==> config.mk <==
export PLATFORM = sky130hd
export DESIGN_NAME = lsu_sram_bridge_flat
export DESIGN_NICKNAME = d
export VERILOG_FILES = /design/src/rtl/lsu_sram_bridge_if.sv /design/src/rtl/lsu_sram_bridge.sv /design/src/flat_wrapper.sv
export SDC_FILE = /design/constraint.sdc
export NUM_CORES = 1
export LEC_CHECK = 0
export ABC_CLOCK_PERIOD_IN_PS = 3900
export CORE_ASPECT_RATIO = 0.8
export CORE_UTILIZATION = 44
export DETAILED_ROUTE_END_ITERATION = 7
export HOLD_SLACK_MARGIN = 0.12
export PLACE_DENSITY = 0.81
export RECOVER_POWER = 100
export SLEW_MARGIN = 20
export SYNTH_ARGS = -nofsm -noshare
export SYNTH_HDL_FRONTEND = slang
export SYNTH_SLANG_ARGS = --single-unit
==> constraint.sdc <==
create_clock -name i_clk -period 3.9 [get_ports i_clk]
set_clock_uncertainty 0.1 [all_clocks]
set_input_delay 0.78 -clock i_clk [delete_from_list [all_inputs] [get_ports i_clk]]
set_output_delay 0.78 -clock i_clk [all_outputs]
set_load 0.02 [all_outputs]
==> src/rtl/lsu_sram_bridge_if.sv <==
// Core-side and controller-side signal bundles for the LSU/SRAM bridge.
// Latency: none (wiring only).
// Backpressure: the core holds a request until lsu_done; the controller answers each strobe with ACK.
//
// lsu_req_if   : core memory stage <-> bridge. master = core, slave = bridge.
//   lsu_addr/lsu_wdata/lsu_funct3/lsu_rden/lsu_wren  request (held until lsu_done)
//   lsu_rdata/lsu_done/lsu_err/lsu_stall             response
// sram_ctrl_if : bridge <-> IS61WV25616 controller. master = bridge, slave = controller.
//   ADDR/WDATA/BMASK/WREN/RDEN                       request, strobes one cycle wide
//   RDATA/ACK                                        response

interface lsu_req_if;
    logic [31:0] lsu_addr;
    logic [31:0] lsu_wdata;
    logic [2:0]  lsu_funct3;
    logic        lsu_rden;
    logic        lsu_wren;
    logic [31:0] lsu_rdata;
    logic        lsu_done;
    logic        lsu_err;
    logic        lsu_stall;

    modport master (
        output lsu_addr, lsu_wdata, lsu_funct3, lsu_rden, lsu_wren,
        input  lsu_rdata, lsu_done, lsu_err, lsu_stall
    );

    modport slave (
        input  lsu_addr, lsu_wdata, lsu_funct3, lsu_rden, lsu_wren,
        output lsu_rdata, lsu_done, lsu_err, lsu_stall
    );
endinterface

interface sram_ctrl_if;
    logic [17:0] ADDR;
    logic [31:0] WDATA;
    logic [3:0]  BMASK;
    logic        WREN;
    logic        RDEN;
    logic [31:0] RDATA;
    logic        ACK;

    modport master (
        output ADDR, WDATA, BMASK, WREN, RDEN,
        input  RDATA, ACK
    );

    modport slave (
        input  ADDR, WDATA, BMASK, WREN, RDEN,
        output RDATA, ACK
    );
endinterface

==> src/rtl/lsu_sram_bridge.sv <==
// RV32 load/store front-end for the 32-bit SRAM controller: range/alignment/funct3 checks, lane formatting.
// Latency: strobe 1 cycle after the request is seen; done 1 cycle after ACK; rejects complete in 1 cycle.
// Backpressure: lsu_stall holds the core until lsu_done; WAIT has no timeout and waits for ACK indefinitely.
//
// Ports:
//   i_clk, i_reset   clock and synchronous active-high reset
//   lsu  (slave)     core request/response bundle, see lsu_req_if
//   sram (master)    controller request/response bundle, see sram_ctrl_if

module lsu_sram_bridge #(
    parameter logic [31:0] ADDR_BASE = 32'h0000_0000
) (
    input  logic          i_clk,
    input  logic          i_reset,
    lsu_req_if.slave      lsu,
    sram_ctrl_if.master   sram
);

    typedef enum logic [1:0] {
        IDLE  = 2'd0,
        ISSUE = 2'd1,
        WAIT  = 2'd2,
        DONE  = 2'd3
    } state_t;

    state_t      state_q;

    // Captured request context needed after IDLE
    logic [1:0]  lane_q;
    logic [2:0]  funct3_q;
    logic        is_load_q;

    // Registered outputs
    logic [31:0] rdata_q;
    logic        done_q;
    logic        err_q;
    logic [17:0] addr_q;
    logic [31:0] wdata_q;
    logic [3:0]  bmask_q;
    logic        wren_q;
    logic        rden_q;

    // Request decode (values loaded into the registers when IDLE accepts)
    logic        req_any;
    logic        req_both;
    logic        out_of_range;
    logic        misaligned;
    logic        bad_funct3;
    logic        reject;
    logic [17:0] addr_d;
    logic [31:0] wdata_d;
    logic [3:0]  bmask_d;

    // Load formatting of controller data
    logic [7:0]  rd_byte;
    logic [15:0] rd_half;
    logic [31:0] rdata_d;

    always_comb begin
        req_any      = lsu.lsu_rden | lsu.lsu_wren;
        req_both     = lsu.lsu_rden & lsu.lsu_wren;
        // Only the top bits select the 512 KiB window; the low 19 bits of ADDR_BASE are don't-care.
        out_of_range = (lsu.lsu_addr[31:19] != ADDR_BASE[31:19]);

        misaligned = 1'b0;
        case (lsu.lsu_funct3[1:0])
            2'b01:   misaligned = lsu.lsu_addr[0];
            2'b10:   misaligned = (lsu.lsu_addr[1:0] != 2'b00);
            default: misaligned = 1'b0;
        endcase

        bad_funct3 = 1'b0;
        if (lsu.lsu_rden) begin
            // Legal loads: LB LH LW LBU LHU
            case (lsu.lsu_funct3)
                3'b000, 3'b001, 3'b010, 3'b100, 3'b101: bad_funct3 = 1'b0;
                default:                                bad_funct3 = 1'b1;
            endcase
        end else begin
            // Legal stores: SB SH SW
            bad_funct3 = lsu.lsu_funct3[2] | (lsu.lsu_funct3[1:0] == 2'b11);
        end

        reject = req_both | out_of_range | misaligned | bad_funct3;

        // Controller addresses 16-bit halfwords; accesses are always word-wide with a byte mask.
        addr_d = {lsu.lsu_addr[18:2], 1'b0};

        wdata_d = lsu.lsu_wdata;
        bmask_d = 4'b1111;
        if (!lsu.lsu_rden) begin
            case (lsu.lsu_funct3[1:0])
                2'b00: begin
                    wdata_d = {4{lsu.lsu_wdata[7:0]}};
                    bmask_d = 4'b0001 << lsu.lsu_addr[1:0];
                end
                2'b01: begin
                    wdata_d = {2{lsu.lsu_wdata[15:0]}};
                    bmask_d = lsu.lsu_addr[1] ? 4'b1100 : 4'b0011;
                end
                default: begin
                    wdata_d = lsu.lsu_wdata;
                    bmask_d = 4'b1111;
                end
            endcase
        end
    end

    always_comb begin
        rd_byte = sram.RDATA[7:0];
        case (lane_q)
            2'd0: rd_byte = sram.RDATA[7:0];
            2'd1: rd_byte = sram.RDATA[15:8];
            2'd2: rd_byte = sram.RDATA[23:16];
            2'd3: rd_byte = sram.RDATA[31:24];
            default: rd_byte = sram.RDATA[7:0];
        endcase
        rd_half = lane_q[1] ? sram.RDATA[31:16] : sram.RDATA[15:0];

        case (funct3_q)
            3'b000:  rdata_d = {{24{rd_byte[7]}}, rd_byte};
            3'b100:  rdata_d = {24'd0, rd_byte};
            3'b001:  rdata_d = {{16{rd_half[15]}}, rd_half};
            3'b101:  rdata_d = {16'd0, rd_half};
            default: rdata_d = sram.RDATA;
        endcase
    end

    always_ff @(posedge i_clk) begin
        if (i_reset) begin
            state_q   <= IDLE;
            lane_q    <= 2'd0;
            funct3_q  <= 3'd0;
            is_load_q <= 1'b0;
            rdata_q   <= 32'd0;
            done_q    <= 1'b0;
            err_q     <= 1'b0;
            addr_q    <= 18'd0;
            wdata_q   <= 32'd0;
            bmask_q   <= 4'd0;
            wren_q    <= 1'b0;
            rden_q    <= 1'b0;
        end else begin
            case (state_q)
                IDLE: begin
                    if (req_any) begin
                        lane_q    <= lsu.lsu_addr[1:0];
                        funct3_q  <= lsu.lsu_funct3;
                        is_load_q <= lsu.lsu_rden;
                        if (reject) begin
                            // Rejected requests never touch the controller.
                            err_q   <= 1'b1;
                            done_q  <= 1'b1;
                            rdata_q <= 32'd0;
                            state_q <= DONE;
                        end else begin
                            addr_q  <= addr_d;
                            bmask_q <= bmask_d;
                            // Loads leave the last store data on the bus.
                            if (!lsu.lsu_rden) begin
                                wdata_q <= wdata_d;
                            end
                            wren_q  <= lsu.lsu_wren;
                            rden_q  <= lsu.lsu_rden;
                            state_q <= ISSUE;
                        end
                    end
                end

                ISSUE: begin
                    // Strobe was visible for exactly this cycle; address/data/mask stay put.
                    wren_q  <= 1'b0;
                    rden_q  <= 1'b0;
                    state_q <= WAIT;
                end

                WAIT: begin
                    if (sram.ACK) begin
                        rdata_q <= is_load_q ? rdata_d : 32'd0;
                        done_q  <= 1'b1;
                        state_q <= DONE;
                    end
                end

                DONE: begin
                    // Requests are not sampled here; a held request is taken next cycle in IDLE.
                    done_q  <= 1'b0;
                    err_q   <= 1'b0;
                    rdata_q <= 32'd0;
                    state_q <= IDLE;
                end

                default: begin
                    state_q <= IDLE;
                end
            endcase
        end
    end

    assign lsu.lsu_rdata = rdata_q;
    assign lsu.lsu_done  = done_q;
    assign lsu.lsu_err   = err_q;
    assign lsu.lsu_stall = (lsu.lsu_rden | lsu.lsu_wren) & ~done_q;

    assign sram.ADDR  = addr_q;
    assign sram.WDATA = wdata_q;
    assign sram.BMASK = bmask_q;
    assign sram.WREN  = wren_q;
    assign sram.RDEN  = rden_q;

    // Strobes are mutually exclusive and single-cycle; done is a single-cycle pulse.
    a_strobe_excl: assert property (@(posedge i_clk) disable iff (i_reset) !(wren_q && rden_q));
    a_wren_pulse:  assert property (@(posedge i_clk) disable iff (i_reset) wren_q |=> !wren_q);
    a_rden_pulse:  assert property (@(posedge i_clk) disable iff (i_reset) rden_q |=> !rden_q);
    a_done_pulse:  assert property (@(posedge i_clk) disable iff (i_reset) done_q |=> !done_q);

endmodule

==> src/flat_wrapper.sv <==
// flat-port wrapper written by rule: the top's interface ports become plain ports
module lsu_sram_bridge_flat 
#(
    parameter logic [31:0] ADDR_BASE = 32'h0000_0000
)
  (i_clk, i_reset, lsu_lsu_addr, lsu_lsu_wdata, lsu_lsu_funct3, lsu_lsu_rden, lsu_lsu_wren, lsu_lsu_rdata, lsu_lsu_done, lsu_lsu_err, lsu_lsu_stall, sram_ADDR, sram_WDATA, sram_BMASK, sram_WREN, sram_RDEN, sram_RDATA, sram_ACK);
  lsu_req_if lsu_i ();
  sram_ctrl_if sram_i ();
  input  logic i_clk;
  input  logic i_reset;
  input wire logic [$bits(lsu_i.lsu_addr)-1:0] lsu_lsu_addr;
  input wire logic [$bits(lsu_i.lsu_wdata)-1:0] lsu_lsu_wdata;
  input wire logic [$bits(lsu_i.lsu_funct3)-1:0] lsu_lsu_funct3;
  input wire logic [$bits(lsu_i.lsu_rden)-1:0] lsu_lsu_rden;
  input wire logic [$bits(lsu_i.lsu_wren)-1:0] lsu_lsu_wren;
  output wire logic [$bits(lsu_i.lsu_rdata)-1:0] lsu_lsu_rdata;
  output wire logic [$bits(lsu_i.lsu_done)-1:0] lsu_lsu_done;
  output wire logic [$bits(lsu_i.lsu_err)-1:0] lsu_lsu_err;
  output wire logic [$bits(lsu_i.lsu_stall)-1:0] lsu_lsu_stall;
  output wire logic [$bits(sram_i.ADDR)-1:0] sram_ADDR;
  output wire logic [$bits(sram_i.WDATA)-1:0] sram_WDATA;
  output wire logic [$bits(sram_i.BMASK)-1:0] sram_BMASK;
  output wire logic [$bits(sram_i.WREN)-1:0] sram_WREN;
  output wire logic [$bits(sram_i.RDEN)-1:0] sram_RDEN;
  input wire logic [$bits(sram_i.RDATA)-1:0] sram_RDATA;
  input wire logic [$bits(sram_i.ACK)-1:0] sram_ACK;
  assign lsu_i.lsu_addr = lsu_lsu_addr;
  assign lsu_i.lsu_wdata = lsu_lsu_wdata;
  assign lsu_i.lsu_funct3 = lsu_lsu_funct3;
  assign lsu_i.lsu_rden = lsu_lsu_rden;
  assign lsu_i.lsu_wren = lsu_lsu_wren;
  assign lsu_lsu_rdata = lsu_i.lsu_rdata;
  assign lsu_lsu_done = lsu_i.lsu_done;
  assign lsu_lsu_err = lsu_i.lsu_err;
  assign lsu_lsu_stall = lsu_i.lsu_stall;
  assign sram_ADDR = sram_i.ADDR;
  assign sram_WDATA = sram_i.WDATA;
  assign sram_BMASK = sram_i.BMASK;
  assign sram_WREN = sram_i.WREN;
  assign sram_RDEN = sram_i.RDEN;
  assign sram_i.RDATA = sram_RDATA;
  assign sram_i.ACK = sram_ACK;
  lsu_sram_bridge #(.ADDR_BASE(ADDR_BASE)) u_core (.i_clk(i_clk), .i_reset(i_reset), .lsu(lsu_i), .sram(sram_i));
endmodule
==> flow_summary.json <==
{
  "critPathArrivalTime_ns": 3.50,
  "p_switching_mw": 0.927,
  "path_buf_inv": 2,
  "numCtsBuffers": 9,
  "cts.path.max_buffers": 2,
  "slew_viol_final": 0,
  "numClockSinks": 97,
  "outcome": "completed",
  "clk_pin_slew_ns": 0.07,
  "combPwrFrac": 0.307,
  "die_area_sq_um": 11500,
  "swShare": 0.325,
  "finalSetupTns_ns": 0,
  "start_util": 0.451,
  "layout_commonest_cell": "a21oi_1",
  "synth_cell_types": 47,
  "n_antenna_cell": 0,
  "worstPathCellList": "dlygate4sd3_1, or4_1, or3_1, a2111o_1, nor2_2, clkbuf_2, a311oi_1",
  "gr-usage-all-layers": 0.273,
  "synth_seq_area_share": 0.397,
  "syn_inst": 587,
  "endpoint_kind": "flop",
  "irDropWorstVdd_mv": 0.283,
  "maxCapViolCount": 0,
  "pre_cts_ws_ns": 0.292,
  "coreArea_sq_um": 10800,
  "critPathMaxFanout": 28,
  "maxSlewHeadroom": 0.383,
  "crit_type": "in -> reg",
  "multi_input_area_sq_um": 2680,
  "rsz0062_at_grt": "no",
  "cts_hold_buffers": 0,
  "min_period_over_period": 0.879,
  "gp_congestion": 0.960,
  "cts_tree": "built",
  "drc_errors": 0,
  "setup_viol": 0,
  "post_cts_buffers": 0,
  "required_ns": 3.98,
  "antenna_found_initial": 0,
  "dr.first_iter.drc_count": 458,
  "internal-power_mw": 1.93,
  "ant_nets": 0,
  "async_reset_ff_frac": 0,
  "syn_area_sq_um": 4890,
  "cpLargestDelayFamily": "buffers and inverters",
  "ys.flop_type": "dfxtp_1",
  "hpwl_mm": 11.6,
  "ctsHtreeMaxLevel": 3,
  "clkLatencyLatePin_ns": 0.33,
  "fin_nets": 860,
  "grt_pass1_vias": 4774,
  "grt_pass1_wl_mm": 24.6,
  "drt-total-wl_mm": 15.9,
  "finalHoldViolCount": 0,
  "syn_nets": 699,
  "fin_ws_ns": 0.473,
  "ys_warn_count": 0,
  "grt_max_degree": 88,
  "worst_slew_pin_slew_ns": 0.924,
  "io_buffers": 193,
  "clkPwrFrac": 0.309,
  "vias_per_cell": 5.68,
  "n_fill_cell": 905,
  "seqPwrFrac": 0.383,
  "seqCellArea_sq_um": 1940,
  "via_count": 5095,
  "synth_edf_count": 0,
  "ios": 195,
  "ys_ff_latch": 97,
  "first_pass_iters": 5,
  "startpoint_type": "primary input",
  "area_growth_pct": 46.8,
  "leakage_nw": 2.86,
  "overflow": 0,
  "cts_root_buf": "clkbuf_16",
  "pwr_density_cell_nw_per_um2": 397,
  "routedWlPerCell_um": 17.7,
  "die_w_um": 120,
  "die_height_um": 96.3,
  "layout_common_cells": "110 x a21oi_1, 100 x clkdlybuf4s50_1, 97 x dfxtp_1",
  "finalCriticalPeriod_ns": 3.43,
  "cts_resized": 0,
  "hold_path_class": "reg -> reg",
  "drive_above_1_share": 0.0544,
  "rows": 34,
  "max_stage_delay_ns": 0.57,
  "synth_area_per_cell_sq_um": 8.33,
  "max_clock_freq_mhz": 292,
  "slowest_stage": "dlygate4sd3_1"
}
synthesized netlist by cell type, drive strengths merged (3+ instances only):
cell type,count,area [sq um]
dfxtp,97,1940
a22o,10,87.6
a22oi,11,82.6
ha,8,100
nor2,12,47.6
clkbuf,44,165
nor3,3,15.0
mux2i,10,100
nor2b,36,225
o221ai,7,61.3
a21oi,110,551
a31oi,4,25.0
a21o,8,60.1
o21ai,27,135
mux2,26,293
nand2b,5,31.3
a211oi,16,120
nor3b,7,52.6
nand2,52,195
nor4,3,18.8
a221oi,3,26.3
or4,3,22.5
inv,8,30.0
nand3,34,170
a311oi,8,70.1
or3,4,25.0
buf,13,75.1
worst paths after layout:
check	start	to	slack (ns)	cells past startpoint
hold reg to reg	u_core.lsu.lsu_rdata[5]	u_core.lsu.lsu_rdata[5]	0.37	2
setup / recovery	lsu_lsu_addr[22]	u_core.sram.WDATA[19]	0.47	7
hold / removal	u_core.lsu.lsu_rdata[5]	u_core.lsu.lsu_rdata[5]	0.37	2
setup reg to reg	u_core.state_q[0]	u_core.sram.WDATA[19]	1.03	8
per-stage QoR:
step / instances / hold WS (ns) / power (mW) / util / cell area, sq um
finish: 897 / 0.368 / 2.85 / 0.662 / 7180
global route: 897 / 0.392 / 3.00 / 0.662 / 7180
CTS: 897 / 0.374 / 2.87 / 0.662 / 7190
detailed placement: 881 / 0.364 / 1.99 / 0.635 / 6890
global placement: 881 / 0.349 / 1.97 / 0.635 / 6890
floorplan: 587 / 0.339 / 1.69 / - / 4890
state kept, by name, indices dropped and copies added (netlist names):
register	count
u_core.lsu.lsu_rdata	32
u_core.sram.WDATA	32
u_core.sram.ADDR	17
u_core.sram.BMASK	4
u_core.funct3_q	3
u_core.lane_q	2
u_core.state_q	2
u_core.is_load_q	1
u_core.lsu.lsu_done	1
u_core.lsu.lsu_err	1
u_core.sram.RDEN	1
u_core.sram.WREN	1
layer usage:
metal	wire length, um	up-vias	track usage	share of wire
li1	-	2440	-	-
met4	288	0	0.0854	0.018
met1	6950	2403	0.364	0.44
met3	1210	28	0.0669	0.076
met2	7440	224	0.436	0.47
met5	0	-	0	0
power groups by stage:
stage | clock [mW] | sequential (mW) | combinational [mW]
global route | 0.947 | 1.10 | 0.946
finish | 0.882 | 1.09 | 0.877
global placement | 0 | 1.11 | 0.856
CTS | 0.901 | 1.09 | 0.878
floorplan | 0 | 1.12 | 0.569
detailed placement | 0 | 1.12 | 0.873
cells by family after synthesis:
logic type                 Yosys count  synth area share
AOI/OAI and AO/OA                  215             0.274
muxes                               36            0.0803
DFF                                 97             0.397
other                                1          0.000767
and+or+nand+nor                    164             0.172
buffers and inverters               66            0.0560
adders and majority gates            8            0.0205
tightest hold or removal path: cells and delay by family (launching register included):
kind / cells / cell delay (ns)
and+or+nand+nor: 1 / 0.05
DFF: 1 / 0.31
muxes: 1 / 0.06
area by class of cell:
type / count / share of cell area
Tap cell: 144 / 0.0251
Sequential cell: 97 / 0.271
Timing Repair Buffer: 207 / 0.285
Inverter: 9 / 0.00471
Clock inverter: 6 / 0.00941
Clock buffer: 10 / 0.0319
Multi-Input combinational cell: 424 / 0.373
No activity file was read; power rests on OpenSTA's default activity.
